**config.mk**
```make
export PLATFORM = sky130hd
export DESIGN_NAME = alu_iter_flat
export DESIGN_NICKNAME = d
export VERILOG_FILES = /design/src/rtl/alu_iter_if.sv /design/src/rtl/alu_iter.sv /design/src/flat_wrapper.sv
export SDC_FILE = /design/constraint.sdc
export NUM_CORES = 1
export LEC_CHECK = 0
export ABC_CLOCK_PERIOD_IN_PS = 5350
export CELL_PAD_IN_SITES_DETAIL_PLACEMENT = 2
export CELL_PAD_IN_SITES_GLOBAL_PLACEMENT = 2
export CORE_MARGIN = 5
export CORE_UTILIZATION = 33
export DETAILED_ROUTE_END_ITERATION = 8
export PLACE_DENSITY_LB_ADDON = 0.1
export SKIP_CTS_REPAIR_TIMING = 1
export SYNTH_ARGS = -nofsm -noshare
export SYNTH_HDL_FRONTEND = slang
export SYNTH_SLANG_ARGS = --single-unit
```
**constraint.sdc**
```tcl
create_clock -name clk -period 5.35 [get_ports clk]
set_input_delay 1.605 -clock clk [delete_from_list [all_inputs] [get_ports clk]]
set_output_delay 1.605 -clock clk [all_outputs]
set_load 0.01 [all_outputs]
```
**src/rtl/alu_iter_if.sv**
```systemverilog
// Request/response bundle of the iterative ALU: operand handshake in, result handshake out.
interface alu_iter_if #(
    parameter int XLEN = 32
);
    logic            in_valid;
    logic            in_ready;
    logic [XLEN-1:0] a;
    logic [XLEN-1:0] b;
    logic [2:0]      op;
    logic            aux;
    logic            mext;
    logic            out_valid;
    logic            out_ready;
    logic [XLEN-1:0] result;
    logic            out_err;

    modport master (
        output in_valid, a, b, op, aux, mext, out_ready,
        input  in_ready, out_valid, result, out_err
    );

    modport slave (
        input  in_valid, a, b, op, aux, mext, out_ready,
        output in_ready, out_valid, result, out_err
    );
endinterface

```
**src/rtl/alu_iter.sv**
```systemverilog
// Handshaked ALU: base RV ops in one registered cycle, M-extension ops iterated one bit per cycle.
// Define ALU_DIV_EN to build DIV/DIVU/REM/REMU; otherwise they complete at once with out_err=1.
module alu_iter #(
    parameter int XLEN = 32
) (
    input logic       clk,
    input logic       rst,
    alu_iter_if.slave bus
);
    localparam int SHW = $clog2(XLEN);
    localparam logic [SHW:0] CNT_INIT = (SHW+1)'(XLEN);

    typedef enum logic [1:0] {
        IDLE,
        MUL,
`ifdef ALU_DIV_EN
        DIV,
`endif
        DONE
    } state_t;

    state_t            state_reg;
    logic [SHW:0]      cnt_reg;
    // Multiply: {partial product, remaining multiplier}. Divide: {remainder, dividend/quotient}.
    logic [2*XLEN-1:0] acc_reg;
    logic [XLEN-1:0]   opnd_reg;
    logic              neg_reg;
    logic              sel_reg;
    logic [XLEN-1:0]   result_reg;
    logic              err_reg;

    logic              accept;
    logic [SHW-1:0]    shamt;
    logic [XLEN-1:0]   base_res;
    logic              a_sgn;
    logic              b_sgn;
    logic [XLEN-1:0]   a_mag;
    logic [XLEN-1:0]   b_mag;
    logic [XLEN:0]     mul_sum;
    logic [2*XLEN-1:0] product;

    assign bus.in_ready  = !rst && (state_reg == IDLE || (state_reg == DONE && bus.out_ready));
    assign accept        = bus.in_valid && bus.in_ready;
    assign bus.out_valid = (state_reg == DONE);
    assign bus.result    = result_reg;
    assign bus.out_err   = err_reg;
    assign shamt         = bus.b[SHW-1:0];

    always_comb begin
        base_res = '0;
        case (bus.op)
            3'd0: base_res = bus.aux ? (bus.a - bus.b) : (bus.a + bus.b);
            3'd1: base_res = bus.a << shamt;
            3'd2: base_res[0] = $signed(bus.a) < $signed(bus.b);
            3'd3: base_res[0] = bus.a < bus.b;
            3'd4: base_res = bus.a ^ bus.b;
            3'd5: begin
                if (bus.aux) base_res = $signed(bus.a) >>> shamt;
                else         base_res = bus.a >> shamt;
            end
            3'd6: base_res = bus.a | bus.b;
            default: base_res = bus.a & bus.b;
        endcase
    end

    // Which operands are treated as signed depends on the M-ext op; iteration runs on magnitudes.
    always_comb begin
        if (bus.op[2]) begin
            a_sgn = !bus.op[0] && bus.a[XLEN-1];
            b_sgn = !bus.op[0] && bus.b[XLEN-1];
        end else begin
            a_sgn = (bus.op[1:0] == 2'd1 || bus.op[1:0] == 2'd2) && bus.a[XLEN-1];
            b_sgn = (bus.op[1:0] == 2'd1) && bus.b[XLEN-1];
        end
        a_mag = a_sgn ? -bus.a : bus.a;
        b_mag = b_sgn ? -bus.b : bus.b;
    end

    assign mul_sum = {1'b0, acc_reg[2*XLEN-1:XLEN]} + (acc_reg[0] ? {1'b0, opnd_reg} : '0);
    assign product = neg_reg ? -acc_reg : acc_reg;

`ifdef ALU_DIV_EN
    logic              neg_rem_reg;
    logic [XLEN:0]     rem_shift;
    logic [XLEN:0]     div_diff;
    logic [XLEN-1:0]   quo_fix;
    logic [XLEN-1:0]   rem_fix;

    assign rem_shift = {acc_reg[2*XLEN-1:XLEN], acc_reg[XLEN-1]};
    assign div_diff  = rem_shift - {1'b0, opnd_reg};
    assign quo_fix   = neg_reg ? -acc_reg[XLEN-1:0] : acc_reg[XLEN-1:0];
    assign rem_fix   = neg_rem_reg ? -acc_reg[2*XLEN-1:XLEN] : acc_reg[2*XLEN-1:XLEN];
`endif

    always_ff @(posedge clk) begin
        if (rst) begin
            state_reg  <= IDLE;
            cnt_reg    <= '0;
            acc_reg    <= '0;
            opnd_reg   <= '0;
            neg_reg    <= 1'b0;
            sel_reg    <= 1'b0;
            result_reg <= '0;
            err_reg    <= 1'b0;
`ifdef ALU_DIV_EN
            neg_rem_reg <= 1'b0;
`endif
        end else begin
            case (state_reg)
                // cnt counts XLEN shift steps; the cnt==0 cycle applies the sign fixup.
                MUL: begin
                    if (cnt_reg != '0) begin
                        acc_reg <= {mul_sum, acc_reg[XLEN-1:1]};
                        cnt_reg <= cnt_reg - 1'b1;
                    end else begin
                        result_reg <= sel_reg ? product[2*XLEN-1:XLEN] : product[XLEN-1:0];
                        err_reg    <= 1'b0;
                        state_reg  <= DONE;
                    end
                end
`ifdef ALU_DIV_EN
                DIV: begin
                    if (cnt_reg != '0) begin
                        if (div_diff[XLEN]) acc_reg <= {rem_shift[XLEN-1:0], acc_reg[XLEN-2:0], 1'b0};
                        else                acc_reg <= {div_diff[XLEN-1:0], acc_reg[XLEN-2:0], 1'b1};
                        cnt_reg <= cnt_reg - 1'b1;
                    end else begin
                        result_reg <= sel_reg ? rem_fix : quo_fix;
                        err_reg    <= 1'b0;
                        state_reg  <= DONE;
                    end
                end
`endif
                DONE: if (bus.out_ready) state_reg <= IDLE;
                default: ;
            endcase

            // Accept only happens in IDLE/DONE, so this overrides the DONE->IDLE retire above.
            if (accept) begin
                cnt_reg <= CNT_INIT;
                err_reg <= 1'b0;
                if (!bus.mext) begin
                    result_reg <= base_res;
                    state_reg  <= DONE;
                end else if (!bus.op[2]) begin
                    acc_reg   <= {{XLEN{1'b0}}, b_mag};
                    opnd_reg  <= a_mag;
                    neg_reg   <= a_sgn ^ b_sgn;
                    sel_reg   <= (bus.op[1:0] != 2'd0);
                    state_reg <= MUL;
                end else begin
`ifdef ALU_DIV_EN
                    // Divide by zero keeps an all-ones quotient, so its sign is never flipped.
                    acc_reg     <= {{XLEN{1'b0}}, a_mag};
                    opnd_reg    <= b_mag;
                    neg_reg     <= (a_sgn ^ b_sgn) && (bus.b != '0);
                    neg_rem_reg <= a_sgn;
                    sel_reg     <= bus.op[1];
                    state_reg   <= DIV;
`else
                    result_reg <= '0;
                    err_reg    <= 1'b1;
                    state_reg  <= DONE;
`endif
                end
            end
        end
    end
endmodule
```
**src/flat_wrapper.sv**
```systemverilog
// flat-port wrapper written by rule: the top's interface ports become plain ports
module alu_iter_flat 
#(
    parameter int XLEN = 32
)
  (clk, rst, bus_in_valid, bus_a, bus_b, bus_op, bus_aux, bus_mext, bus_out_ready, bus_in_ready, bus_out_valid, bus_result, bus_out_err);
  alu_iter_if #(.XLEN(XLEN)) bus_i ();
  input logic clk;
  input logic rst;
  input wire logic [$bits(bus_i.in_valid)-1:0] bus_in_valid;
  input wire logic [$bits(bus_i.a)-1:0] bus_a;
  input wire logic [$bits(bus_i.b)-1:0] bus_b;
  input wire logic [$bits(bus_i.op)-1:0] bus_op;
  input wire logic [$bits(bus_i.aux)-1:0] bus_aux;
  input wire logic [$bits(bus_i.mext)-1:0] bus_mext;
  input wire logic [$bits(bus_i.out_ready)-1:0] bus_out_ready;
  output wire logic [$bits(bus_i.in_ready)-1:0] bus_in_ready;
  output wire logic [$bits(bus_i.out_valid)-1:0] bus_out_valid;
  output wire logic [$bits(bus_i.result)-1:0] bus_result;
  output wire logic [$bits(bus_i.out_err)-1:0] bus_out_err;
  assign bus_i.in_valid = bus_in_valid;
  assign bus_i.a = bus_a;
  assign bus_i.b = bus_b;
  assign bus_i.op = bus_op;
  assign bus_i.aux = bus_aux;
  assign bus_i.mext = bus_mext;
  assign bus_i.out_ready = bus_out_ready;
  assign bus_in_ready = bus_i.in_ready;
  assign bus_out_valid = bus_i.out_valid;
  assign bus_result = bus_i.result;
  assign bus_out_err = bus_i.out_err;
  alu_iter #(.XLEN(XLEN)) u_core (.clk(clk), .rst(rst), .bus(bus_i));
endmodule
```
Word level (Yosys, flattened, before mapping)
Cells that the tools add are included.
W data, S select, Z words.
{"block": "classes", "order_cmp": 2, "reduce_logical": 25, "n_eq_ne": 13, "addsub": 7, "bitwise_logic": 5, "n_shift": 3, "mux": 35}
{"operator": "$mux W64", "n": 6}
{"operator": "$mux W32", "n": 11}
{"operator": "$pmux W31 S6", "n": 1}
{"operator": "$lt A32 B32 Y1", "n": 2}
{"operator": "$neg A32 Y32", "n": 2}
{"operator": "$neg A64 Y64", "n": 1}
{"operator": "$add A32 B33 Y33", "n": 1}
{"operator": "$add A32 B32 Y32", "n": 1}
{"operator": "$and A32 B32 Y32", "n": 1}
{"operator": "$or A32 B32 Y32", "n": 1}
{"operator": "$shl A32 B5 Y32", "n": 1}
{"operator": "$shr A32 B5 Y32", "n": 1}
{"operator": "$sshr A32 B5 Y32", "n": 1}
{"operator": "$sub A32 B32 Y32", "n": 1}
{"operator": "$xor A32 B32 Y32", "n": 1}
{"operator": "$mux W6", "n": 3}
{"operator": "$mux W2", "n": 5}
{"operator": "$eq A3 B3 Y1 const B", "n": 3}
{"operator": "$logic_and A1 B1 Y1", "n": 7}
{"operator": "$mux W1", "n": 7}
{"operator": "$pmux W1 S7", "n": 1}
{"operator": "$eq A3 B2 Y1 const B", "n": 2}
{"operator": "$ne A3 B2 Y1 const B", "n": 2}
{"operator": "$reduce_and A2 Y1", "n": 3}
{"operator": "other kinds (17)", "n": 25}
{"block": "totals", "regBits": 139, "out_inout_bits": 35, "word_cells": 99, "inputBits": 73}

Longest topological paths before layout
{"block": "depth", "word_depth": 8, "mapped_depth": 15, "depth_no_buf": 13}

Least setup slack after synthesis
OpenSTA, ideal clock, no wires.
{"block": "synth_path", "path_kind": "input to register", "startpoint": "input port bus_b[2]", "endpoint": "register u_core.result_reg[26], in the netlist u_core.bus.result[26]", "path_stages": 15, "arrival_time_ns": 5.393, "required_time_ns": 5.230, "n_path_buf": 4, "setup_time_ns": 0.120, "path_slack_ns": -0.163, "cell_sequence": "inv_1 -> buf_1 -> buf_1 -> clkbuf_1 -> ha_1 -> clkbuf_1 -> o21bai_1 -> a2111oi_0 -> o21ai_0 -> a31o_2 -> a211o_1 -> a311oi_1 -> nor2_1 -> xnor2_1 -> a211o_1"}
{"block": "synth_via", "elab_chain_cells": 5, "elab_cells_between_ends": 10, "cone_classes": "add/sub (2); shift (3); mux (5)"}
{"element": "from (decl)", "line": "flat_wrapper.sv:12", "rtl": "input wire logic [$bits(bus_i.b)-1:0] bus_b;"}
{"element": "$add A32 B32 Y32, or another cell as far along", "line": "alu_iter.sv:52", "rtl": "3'd0: base_res = bus.aux ? (bus.a - bus.b) : (bus.a + bus.b);"}
{"element": "$mux W32 (on tied branches)", "line": "alu_iter.sv:52, alu_iter.sv:58"}
{"element": "$pmux W31 S6 *", "line": "alu_iter.sv:51", "rtl": "case (bus.op)"}
{"element": "$mux W32 *", "line": "alu_iter.sv:142", "rtl": "if (!bus.mext) begin"}
{"element": "$mux W32 *", "line": "alu_iter.sv:139", "rtl": "if (accept) begin"}
{"element": "to (signal assigned)", "line": "alu_iter.sv:116", "rtl": "result_reg <= sel_reg ? product[2*XLEN-1:XLEN] : product[XLEN-1:0];"}
{"element": "to (signal assigned)", "line": "alu_iter.sv:143", "rtl": "result_reg <= base_res;"}
{"element": "to (decl)", "line": "alu_iter.sv:29", "rtl": "logic [XLEN-1:0] result_reg;"}
Every way passes the cells marked *; elsewhere a longest branch is shown, timed or not.
A chain may end at the register's enable or synchronous reset.

Worst setup path after layout
{"block": "layout_path", "startpoint": "input port bus_a[0]", "endpoint": "register u_core.result_reg[26], in the netlist u_core.bus.result[26]"}
{"block": "layout_via", "elab_chain_cells": 5, "elab_cells_between_ends": 10, "cone_classes": "add/sub (2); shift (3); mux (5)"}
{"element": "from (decl)", "line": "flat_wrapper.sv:11", "rtl": "input wire logic [$bits(bus_i.a)-1:0] bus_a;"}
{"element": "$add A32 B32 Y32, or another cell as far along", "line": "alu_iter.sv:52"}
{"element": "$mux W32 (on tied branches)", "line": "alu_iter.sv:52, alu_iter.sv:58"}
{"element": "$pmux W31 S6 *", "line": "alu_iter.sv:51"}
{"element": "$mux W32 *", "line": "alu_iter.sv:142"}
{"element": "$mux W32 *", "line": "alu_iter.sv:139"}
Marks and branches as above.

==> results.json <==
{
  "status": "finished, final reports clean",
  "portBuffers": 107,
  "grt_pass1_wl_mm": 170,
  "max_freq_mhz": 196,
  "path_depth": 13,
  "grt.overflow.total": 0,
  "cap_violations": 0,
  "hold_depth": 2,
  "cts_tree": "built",
  "core_area_um2": 57500,
  "crit_family": "compound AO/OA/AOI/OAI gates",
  "rows": 88,
  "routedWlPerCell_um": 33.0,
  "grt_max_degree": 101,
  "async_flop_share_pct": 0,
  "start_util_pct": 33.2,
  "ant_nets": 0,
  "track_usage_pct": 36.1,
  "gp_congestion": 1.07,
  "crit_path_max_fanout": 5,
  "maxSlewHeadroom_pct": 14.0,
  "seqCellArea_um2": 2790,
  "die_h_um": 250,
  "worstMarginPinSlew_ns": 1.28,
  "cts_buffers": 17,
  "vias": 23100,
  "clock_latency_ns": 0.51,
  "finalClockSkew_ns": 0.0272,
  "post-place-ws_ns": -0.139,
  "ys.flop_type": "dfxtp_1",
  "final_net_count": 3005,
  "start_kind": "primary input",
  "synth_area_um2": 19100,
  "place_inst": 3534,
  "vdd_drop_max_uv": 249,
  "drive_above_1_share_pct": 13.5,
  "ys_seq_elements": 139,
  "critical_path_required_ns": 5.72,
  "r2r_cells": 11,
  "slew_violations": 0,
  "end_kind": "flop",
  "antenna_found_initial": 4,
  "h-tree-depth": 4,
  "cpMostUsedCell": "a211o_1",
  "syn2layout_area_growth_pct": 18.8,
  "finalHoldViolations": 0,
  "pin_count": 108,
  "drtIter0Drc": 2248,
  "vias_per_cell": 6.49,
  "max_stage_delay_ns": 0.83,
  "synth_seq_area_share_pct": 14.6,
  "layout_common_cells": "nor2_1 (250), nand2_1 (239), buf_4 (226), a21oi_1 (206), o21ai_0 (185)",
  "nFillCells": 6768,
  "dp.final_hpwl_mm": 94.9,
  "root_buffer": "clkbuf_16",
  "clock_path_buffers": 2,
  "rsz0062_at_grt": "false",
  "critPathKind": "primary input to flop",
  "largest_reg_flops": 64,
  "finalCriticalPeriod_ns": 5.09,
  "synth_cells": 2650,
  "syn_area_per_cell_um2": 7.20,
  "dr.pass1.iters": 5,
  "arrival_ns": 5.46,
  "ys_types": 83,
  "crit_chain": "clkdlybuf4s50_1 > inv_1 > ha_1 > fa_1 > o21bai_1 > a2111oi_0 > o21ai_0 > a31o_2 > a211o_1 > a311oi_1 > nor2_1 > xnor2_1 > a211o_1",
  "p_per_area_nw_per_um2": 205,
  "worst_slack_ns": 0.260,
  "final_common_cell": "nor2_1",
  "post-route-drc-count": 0,
  "worstPathBufferInverterCount": 2,
  "diodes": 0,
  "final_cells": 3566,
  "die_area_um2": 62700,
  "yosys_warnings": 0,
  "finalWirelength_mm": 118,
  "setup_viol": 0,
  "path_clk_slew_ns": 0.07,
  "p_leak_nw": 8.97,
  "synth_edf_count": 0,
  "clkSinkCount": 139,
  "grt_pass1_vias": 24000,
  "min-delay-path-class": "flop to flop",
  "die_x_um": 250,
  "multi_input_area_um2": 15000,
  "setup-tns-final_ns": 0,
  "slowest_stage": "a2111oi_0",
  "finalCritPeriodShare_pct": 95.1,
  "synthesis.nets": 2867
}
final timing paths:
check / slack, ns / start / to
worst max-delay path: 0.26 / bus_a[0] / u_core.bus.result[26]
worst min-delay path: 0.47 / u_core.acc_reg[33] / u_core.acc_reg[33]
worst max register to register: 0.92 / u_core.acc_reg[0] / u_core.bus.result[10]
worst min register to register: 0.47 / u_core.acc_reg[33] / u_core.acc_reg[33]
per-layer routing:
layer	up-vias	track usage, %	part of all wire, %
li1	10100	-	-
met1	11800	47.0	43
met2	958	58.0	45
met3	288	5.27	5.8
met4	4	19.1	6.3
met5	-	0	0.026
cell usage after synthesis, types with 11 or more instances:
master	count	area [um^2]
a2111oi_0	15	131
a211o_1	13	114
a211oi_1	52	390
a21o_1	28	210
a21oi_1	207	1040
a221oi_1	20	175
a311oi_1	11	96.3
a31oi_1	36	225
a41oi_1	13	114
and2_1	45	282
buf_1	30	113
clkbuf_1	184	691
dfxtp_1	139	2780
ha_1	141	1760
inv_1	119	447
mux2_2	16	180
mux2i_1	71	711
mux4_2	52	1170
nand2_1	242	908
nand2b_1	22	138
nand3_1	86	430
nand4_1	23	144
nor2_1	251	942
nor2b_1	18	113
nor3_1	65	325
nor4_1	30	188
o211ai_1	40	300
o21a_1	17	128
o21ai_0	185	926
o21bai_1	19	143
o221ai_1	17	149
o22ai_1	52	325
o311ai_0	13	114
o31ai_1	48	360
o41ai_1	13	114
or2_2	11	68.8
or3_1	21	131
or4_1	18	135
xnor2_1	115	1010
xor2_1	26	228
metrics by stage:
stage / total power (W) / util, % / instance area [um^2] / hold WS, ns
finish: 0.00465 / 39.4 / 22700 / 0.468
global route: 0.00481 / 39.4 / 22700 / 0.494
CTS: 0.00462 / 39.4 / 22700 / 0.464
detailed placement: 0.00331 / 38.4 / 22100 / 0.453
global placement: 0.00327 / 38.4 / 22100 / 0.441
floorplan: 0.00234 / - / 19100 / 0.434
report_power, final:
part           internal (W)  total (W)  switching (W)
logic              0.000784    0.00219        0.00141
registers           0.00109    0.00117      0.0000809
clock network      0.000628    0.00129       0.000660
worst register-to-register path, cell delays in order (launching register included):
cell	delay, ns
dfxtp_1	0.57
inv_1	0.20
ha_1	0.18
nor3b_1	0.77
nand2_1	0.25
or4_4	0.69
nor4_1	0.69
o21ai_1	0.12
a211oi_1	0.31
a211o_1	0.32
o21ai_1	0.12
o22ai_1	0.15
cells by family (layout without fill, tap and decap cells):
family	Yosys count	in the layout	synth area share (%)
adders and majority gates	144	144	9.56
AOI/OAI and AO/OA	880	880	30.3
buffers and inverters	339	490	6.76
and+or+nand+nor	868	868	21.5
DFF	139	139	14.6
muxes	139	139	10.8
xor gates and xnor gates	141	141	6.47
area by class of cell:
class	count	area share, %
Clock buffer	17	1.88
Clock inverter	15	0.784
Inverter	122	2.02
Multi-Input combinational cell	2172	66.3
Sequential cell	139	12.3
Tap cell	765	4.22
Timing Repair Buffer	336	12.5
No activity file was read; power rests on OpenSTA's default activity.
